<file path="src/rtl/ppu_pkg.sv">
// Shared PPU-side definitions: OAM DMA state encodings, register address and
// SPR-RAM geometry.
package ppu_pkg;

    localparam logic [2:0] DMA_IDLE  = 3'd0;
    localparam logic [2:0] DMA_HALT  = 3'd1;
    localparam logic [2:0] DMA_ALIGN = 3'd2;
    localparam logic [2:0] DMA_READ  = 3'd3;
    localparam logic [2:0] DMA_WRITE = 3'd4;
    localparam logic [2:0] DMA_DONE  = 3'd5;

    localparam logic [15:0] OAM_DMA_REG = 16'h4014;
    localparam int          OAM_SIZE    = 256;

    // SPR-RAM destination wraps within the 256-byte OAM.
    function automatic logic [7:0] oam_wr_addr(input logic [7:0] base, input logic [7:0] idx);
        return base + idx;
    endfunction

endpackage

</file>
<file path="src/rtl/oam_dma_ctrl.sv">
// OAM DMA sequencer: on a $4014 write, halts the CPU and copies XFER_LEN bytes
// from CPU page {page,00} into SPR-RAM starting at the current OAMADDR.
module oam_dma_ctrl
    import ppu_pkg::*;
#(
    parameter int XFER_LEN = OAM_SIZE,
    parameter bit ALIGN_EN = 1'b1
) (
    input  logic        clk,
    input  logic        rst,
    input  logic        dma_start,
    input  logic [7:0]  dma_page,
    input  logic [7:0]  oam_base,
    input  logic        cpu_cycle_odd,
    output logic        cpu_halt,
    output logic        mem_rd_req,
    output logic [15:0] mem_rd_addr,
    input  logic        mem_rd_ack,
    input  logic [7:0]  mem_rd_data,
    output logic [7:0]  spram_cpu_addr,
    output logic [7:0]  spram_cpu_data,
    output logic        spram_write_en,
    output logic        dma_busy,
    output logic        dma_done
);

    localparam logic [8:0] LAST_IDX = 9'(XFER_LEN - 1);

    logic [2:0] state_q, state_d;
    logic [8:0] idx_q, idx_d;
    logic [7:0] page_q, page_d;
    logic [7:0] base_q, base_d;
    logic [7:0] data_q, data_d;

    always_comb begin
        state_d = state_q;
        idx_d   = idx_q;
        page_d  = page_q;
        base_d  = base_q;
        data_d  = data_q;
        case (state_q)
            DMA_IDLE: begin
                if (dma_start) begin
                    page_d  = dma_page;
                    base_d  = oam_base;
                    idx_d   = '0;
                    state_d = DMA_HALT;
                end
            end
            DMA_HALT:  state_d = (ALIGN_EN && cpu_cycle_odd) ? DMA_ALIGN : DMA_READ;
            DMA_ALIGN: state_d = DMA_READ;
            DMA_READ: begin
                if (mem_rd_ack) begin
                    data_d  = mem_rd_data;
                    state_d = DMA_WRITE;
                end
            end
            DMA_WRITE: begin
                if (idx_q == LAST_IDX) begin
                    state_d = DMA_DONE;
                end else begin
                    idx_d   = idx_q + 9'd1;
                    state_d = DMA_READ;
                end
            end
            DMA_DONE: begin
                idx_d   = '0;
                state_d = DMA_IDLE;
            end
            default: state_d = DMA_IDLE;
        endcase
    end

    always_ff @(posedge clk or posedge rst) begin
        if (rst) begin
            state_q <= DMA_IDLE;
            idx_q   <= '0;
            page_q  <= '0;
            base_q  <= '0;
            data_q  <= '0;
        end else begin
            state_q <= state_d;
            idx_q   <= idx_d;
            page_q  <= page_d;
            base_q  <= base_d;
            data_q  <= data_d;
        end
    end

    // Moore outputs: every strobe is a pure state decode, so reset clears them at once.
    assign dma_busy       = (state_q != DMA_IDLE);
    assign cpu_halt       = (state_q != DMA_IDLE);
    assign mem_rd_req     = (state_q == DMA_READ);
    assign mem_rd_addr    = {page_q, idx_q[7:0]};
    assign spram_write_en = (state_q == DMA_WRITE);
    assign spram_cpu_addr = oam_wr_addr(base_q, idx_q[7:0]);
    assign spram_cpu_data = data_q;
    assign dma_done       = (state_q == DMA_DONE);

endmodule

</file>
<file path="config.mk">
export PLATFORM = sky130hd
export DESIGN_NAME = oam_dma_ctrl
export DESIGN_NICKNAME = d
export VERILOG_FILES = /design/src/rtl/ppu_pkg.sv /design/src/rtl/oam_dma_ctrl.sv
export SDC_FILE = /design/constraint.sdc
export NUM_CORES = 1
export LEC_CHECK = 0
export BUFFER_PORTS_ARGS = -buffer_cell sky130_fd_sc_hd__buf_2
export CAP_MARGIN = 20
export CORE_MARGIN = 4
export CORE_UTILIZATION = 25
export CTS_CLUSTER_DIAMETER = 120
export DETAILED_ROUTE_END_ITERATION = 16
export PLACE_DENSITY = 0.43
export SETUP_SLACK_MARGIN = 0.3
export SYNTH_ARGS = -nofsm -noshare
export SYNTH_HDL_FRONTEND = slang
export SYNTH_SLANG_ARGS = --single-unit
</file>
<file path="constraint.sdc">
create_clock -name clk -period 3.8 [get_ports clk]
set_input_delay 0.57 -clock clk [delete_from_list [all_inputs] [get_ports clk]]
set_output_delay 0.57 -clock clk [all_outputs]
set_load 0.01 [all_outputs]
</file>
==> metrics.csv, run 1 <==
metric;value;unit
drv_cap;0;
cts_max_level;2;
critPathMaxFanout;6;
rsz0062_at_grt;no;
cts_inserted_buffers;5;
ys_async_sr_fraction;100;%
clk_latency;280;ps
crit_slowest_cell;or4b_1;
run_status;finished, final reports clean;
cts_tree;yes;
synth_edf_count;0;
clock_skew;8.57;ps
antennaDiodeCount;0;
pin_count;66;
route.detailed.drc;0;
postLayoutCoreUtil;31.2;%
yosys.area.top_type_share;45.7;%
final_common_cell;buf_2;
num_rows;32;
synth_cell_types;36;
io_buffers;65;
grt_start_max_net_pins;20;
worstMarginPinSlew;689;ps
cp.required;3230;ps
coreArea;7690;um2
wire_per_inst;12.7;um
finalCritPeriodShare;74.1;%
dpl.cell_count;332;
syn_area;1970;um2
cp.arrival;2250;ps
syn_nets;217;
hold_slack;380;ps
synth_area_leaders;dfrtp_1 (46%), mux2_2 (9.1%), mux2_4 (6.1%);
path_delay_family;simple AND/OR/NAND/NOR gates;
hold_class;input pin to async pin;
track_usage;9.58;%
vdd.ir_drop.worst;0.244;mV
placed_area;2320;um2
drtIter0Drc;60;
grt_pass1_vias;1515;
antenna_found_initial;0;
path_cells;ha_1 > inv_1 > fa_1 > nor2b_1 > o21ai_1 > a21boi_0 > or4b_1 > nand3_1 > buf_2;
drtAntennaViolNets;0;
die_h;96.8;um
cts-resized-gates;0;
synth_top_area_cell;dfrtp_1;
nets;276;
netlist_instances;178;
cp-end-kind;output port;
period_minus_slack;2820;ps
final_area;2390;um2
grt_pass1_wl;7360;um
fillCellCount;832;
ys.flop_type;dfrtp_1;
synth_area_per_cell;11.1;um2
critical_path.max_stage_delay;480;ps
postCtsSetupRepairBufs;0;
routed_wl;4320;um
grt.overflow.total;0;
viasPerCell;4.24;
setup_viol;0;
drive_above_1_share;41.8;%
ys_ff_latch;36;
cts_num_sinks;36;
slew_headroom;54.0;%
drtPass1Iterations;4;
initial_core_util;25.7;%
path_clk_slew;70;ps
root_buffer;clkbuf_8;
die-width;96.8;um
crit_type;flop to output port;
dieArea;9380;um2
yosysSeqAreaShare;45.7;%
synth-warning-count;0;
fin_cells;339;
p_per_area;702;nW/um2
area_growth;21.4;%
vias;1437;
clk_path_buf_depth;2;
worst_setup_path_start_kind;flop;
gp_congestion;0.752;
layout_common_cells;buf_2 (65), dfrtp_1 (36), mux2_2 (16);
cts_hold_buffers;0;
leakage;0.00122;uW
hold_viol;0;
crit_buf_inv;2;
drv_slew;0;
dpl.hpwl;3230;um
timing.fmax;355;MHz
fin_tns_setup;0;ps
==> cells by family after synthesis <==
family | after synthesis | synth area share, %
and+or+nand+nor | 49 | 13.3
DFF | 36 | 45.7
AOI/OAI and AO/OA | 28 | 8.24
buffers and inverters | 24 | 7.80
muxes | 24 | 15.2
adders and majority gates | 10 | 6.72
xor gates and xnor gates | 7 | 3.11
==> final timing paths <==
path | cells after the start | end | startpoint | slack (ps)
max | 9 | spram_cpu_addr[6] | idx_q[0] | 980
min | 2 | page_q[6] | rst | 380
max reg2reg | 10 | idx_q[6] | idx_q[0] | 1370
min reg2reg | 2 | idx_q[8] | idx_q[8] | 480
max in group asynchronous | 3 | idx_q[7] | rst | 2690
min in group clk | 2 | idx_q[8] | idx_q[8] | 480
==> report_power, final <==
part           total (uW)  internal, uW  switching [uW]
combinational         767           403             364
sequential            655           538             116
clock                 258           125             133
total                1680          1070             614
==> layer usage <==
metal  share of wire, %  vias to the layer above  GRT usage, %  wire, um
li1                   -                      716             -         -
met1                 47                      672          11.7      2020
met2                 46                       46          15.5      1980
met3                6.6                        3          3.75       283
met4               0.63                        0          2.92        27
met5                  0                        -             0         0
==> layout make-up <==
| cell class | instances | area, um2 | area share (%) |
|---|---|---|---|
| flip-flops and latches | 36 | 901 | 37.6 |
| clock buffers | 6 | 72.6 | 3.03 |
| clock inverters | 1 | 5.00 | 0.209 |
| well taps | 102 | 128 | 5.33 |
| repair buffers | 66 | 333 | 13.9 |
| inverters | 10 | 37.5 | 1.57 |
| multi-input cells | 118 | 918 | 38.3 |
==> registers in the layout, indices dropped and copies added (netlist names) <==
| name | count |
|---|---|
| idx_q | 9 |
| base_q | 8 |
| page_q | 8 |
| spram_cpu_data | 8 |
| state_q | 3 |
==> synth_stat cells (2+ instances only) <==
| cell | instances |
|---|---|
| a21oi_1 | 4 |
| a21o_1 | 2 |
| mux2_4 | 8 |
| nand2_1 | 15 |
| dfrtp_1 | 36 |
| ha_1 | 9 |
| nand2b_1 | 2 |
| o21ai_0 | 15 |
| nor2b_1 | 3 |
| nand3_1 | 2 |
| buf_2 | 2 |
| buf_4 | 10 |
| xor2_1 | 2 |
| o31ai_1 | 2 |
| xnor2_1 | 5 |
| and3_1 | 5 |
| inv_1 | 10 |
| mux2_2 | 16 |
| nor2_1 | 13 |
==> per-stage QoR <==
stage          total power [uW]  worst slack [ps]
6_report                   1680               984
3_3_place_gp               1450              1300
2_1_floorplan              1210              1480
4_1_cts                    1720               938
5_1_grt                    1840               783
3_5_place_dp               1450              1280
Note: power is estimated with default switching activity, not from simulation.
==> run 2: changes to the inputs <==
--- a/config.mk
+++ b/config.mk
@@ -11,7 +11,7 @@
 export CORE_UTILIZATION = 25
 export CTS_CLUSTER_DIAMETER = 120
 export DETAILED_ROUTE_END_ITERATION = 16
-export PLACE_DENSITY = 0.43
+export PLACE_DENSITY = 0.45
 export SETUP_SLACK_MARGIN = 0.3
 export SYNTH_ARGS = -nofsm -noshare
 export SYNTH_HDL_FRONTEND = slang
==> constraint.sdc (replaced) <==
create_clock -name clk -period 2.5 [get_ports clk]
set_input_delay 0.375 -clock clk [delete_from_list [all_inputs] [get_ports clk]]
set_output_delay 0.375 -clock clk [all_outputs]
set_load 0.01 [all_outputs]
==> run 2 against run 1 <==
Critical endpoint unchanged. Sequential cell count stayed put. Final area is 14% higher. Critical path depth unchanged. Count of clock-buffer cells in the layout up 1. Combinational power is 81% higher. Clock skew down 3.4 ps. Global-route usage rose by 0.36 points. Critical path type unchanged.
==> metrics.csv, run 2 (same netlist as run 1, synthesis figures left out) <==
metric;value;unit;change
drtPass1Iterations;4;;unchanged
vias;1529;;was 1437
reg2reg_from;idx_q[1];;was idx_q[0]
final_common_cell;buf_2;;unchanged
fin_tns_setup;0;ps;unchanged
cp.required;2120;ps;was 3230 ps
crit_buf_inv;2;;unchanged
critical_path.max_stage_delay;460;ps;was 480 ps
antenna_found_initial;0;;unchanged
num_rows;32;;unchanged
grt.overflow.total;0;;unchanged
layout_common_cells;buf_2 (65), dfrtp_1 (36), mux2_2 (16);;unchanged
crit_slowest_cell;or4b_1;;unchanged
die-width;96.8;um;unchanged
io_buffers;65;;unchanged
p_seq_share;35.3;%;was 39.0%
root_buffer;clkbuf_8;;unchanged
drv_slew;0;;unchanged
finalCritPeriodShare;97.0;%;
startpoint;base_q[0];;was idx_q[0]
drtIter0Drc;45;;was 60
cts_num_sinks;36;;unchanged
hold_viol;0;;unchanged
p_per_area;1040;nW/um2;was 702 nW/um2
coreArea;7690;um2;unchanged
setup_viol;0;;unchanged
clkPwrFrac;15.9;%;was 15.3%
die_h;96.8;um;unchanged
drv_cap;0;;unchanged
regMostFlops;idx_q;;unchanged
drtAntennaViolNets;0;;unchanged
grt_start_max_net_pins;37;;was 20
initial_core_util;25.7;%;unchanged
crit_type;flop to output port;;unchanged
gp_congestion;0.740;;was 0.752
slew_headroom;63.9;%;was 54.0%
leakage;0.00132;uW;was 0.00122 uW
track_usage;9.94;%;was 9.58%
p_comb_share;48.9;%;was 45.7%
dieArea;9380;um2;unchanged
dpl.hpwl;3100;um;was 3230 um
total_power;2840;uW;was 1680 uW
fillCellCount;820;;was 832
route.detailed.drc;0;;unchanged
routed_wl;4530;um;was 4320 um
largest_reg_flops;9;;unchanged
wire_per_inst;12.7;um;about the same
run_status;finished, final reports clean;;unchanged
cts_inserted_buffers;5;;unchanged
period_minus_slack;2430;ps;
clk_latency;280;ps;about the same
hold_slack;191;ps;was 380 ps
viasPerCell;4.28;;was 4.24
worstMarginPinSlew;539;ps;was 689 ps
hold_class;input pin to async pin;;unchanged
dpl.cell_count;334;;was 332
rsz0062_at_grt;yes;;was no
path_clk_slew;70;ps;about the same
worst_setup_path_start_kind;flop;;unchanged
worst_slack;74.6;ps;was 984 ps
clk_path_buf_depth;2;;unchanged
cts_max_level;2;;unchanged
path_cells;ha_2 > inv_2 > fa_2 > nor2b_2 > o21ai_2 > a21boi_2 > or4b_1 > nand3_1 > buf_2;;was ha_1 > inv_1 > fa_1 > nor2b_1 > o21ai_1 > a21boi_0 > or4b_1 > nand3_1 > buf_2
power.internal;1830;uW;was 1070 uW
vdd.ir_drop.worst;0.317;mV;was 0.244 mV
grt_pass1_wl;7700;um;was 7360 um
cts_tree;yes;;unchanged
critPathMaxFanout;2;;was 6
timing.fmax;412;MHz;
switching_share;35.7;%;was 36.5%
drive_above_1_share;57.6;%;was 41.8%
path_delay_family;simple AND/OR/NAND/NOR gates;;unchanged
cp.arrival;2050;ps;was 2250 ps
switching_power;1020;uW;was 614 uW
grt_pass1_vias;1691;;was 1515
nets;294;;was 276
fin_cells;357;;was 339
clock_skew;5.17;ps;was 8.57 ps
pin_count;66;;unchanged
antennaDiodeCount;0;;unchanged
dpl_worst_slack;116;ps;was 1280 ps
area_growth;38.0;%;was 21.4%
cp-end-kind;output port;;unchanged
run 2: cell types whose count changed in the layout (fill, tap and decap cells not counted), moves of 3 or more:
cell     change
and3_4       +3
buf_6        +6
o21ai_1      +5
and3_1       -3
buf_4       +12
ha_1         -6
ha_4         +5
o21ai_2      +4
o21ai_0      -9
run 2: area by class of cell:
| class | instances | area (um2) | share of cell area [%] |
|---|---|---|---|
| clock buffers | 7 | 96.3 | 3.54 |
| inverters | 10 | 37.5 | 1.38 |
| multi-input cells | 118 | 1070 | 39.3 |
| flip-flops and latches | 36 | 901 | 33.1 |
| well taps | 102 | 128 | 4.69 |
| repair buffers | 84 | 490 | 18.0 |
run 2: metrics by stage:
stage	util [%]	area, um2
after global routing	35.4	2720
after detailed placement	30.3	2330
after floorplan	-	1970
after global placement	30.3	2330
after CTS	33.4	2570
final	35.4	2720
run 2: power groups by stage:
stage / sequential [uW] / clock [uW] / combinational (uW)
after floorplan: 1010 / 0 / 835
after global placement: 997 / 0 / 1200
after detailed placement: 1000 / 0 / 1210
after CTS: 998 / 477 / 1310
after global routing: 1040 / 502 / 1540
final: 1000 / 452 / 1390
run 2: repair_timing:
item | CTS | global route
gates resized for setup | 22 | 26
hold buffers | 0 | 0
buffers inserted | 9 | 7
pin swaps | 13 | 13
gates cloned | 0 | 0
setup endpoints to repair | 11 | 13
run 2: worst paths after layout:
kind | endpoint | slack, ps | depth (start not counted)
max in group asynchronous | idx_q[1] | 1970 | 3
max | spram_cpu_addr[6] | 70 | 9
min reg2reg | idx_q[8] | 490 | 2
min in group clk | base_q[1] | 300 | 3
max reg2reg | idx_q[1] | 320 | 11
min | spram_cpu_data[7] | 190 | 3
run 2: tightest hold or removal path, stage by stage:
cell	delay, ps
buf_2	90
inv_1	40
buf_4	410
run 2: metal layers:
layer	routed length (um)	vias up	GRT usage, %
met5	0	-	0
met4	15	0	3.24
met3	304	2	3.68
met2	2260	43	16.9
met1	1950	728	11.5
li1	-	756	-
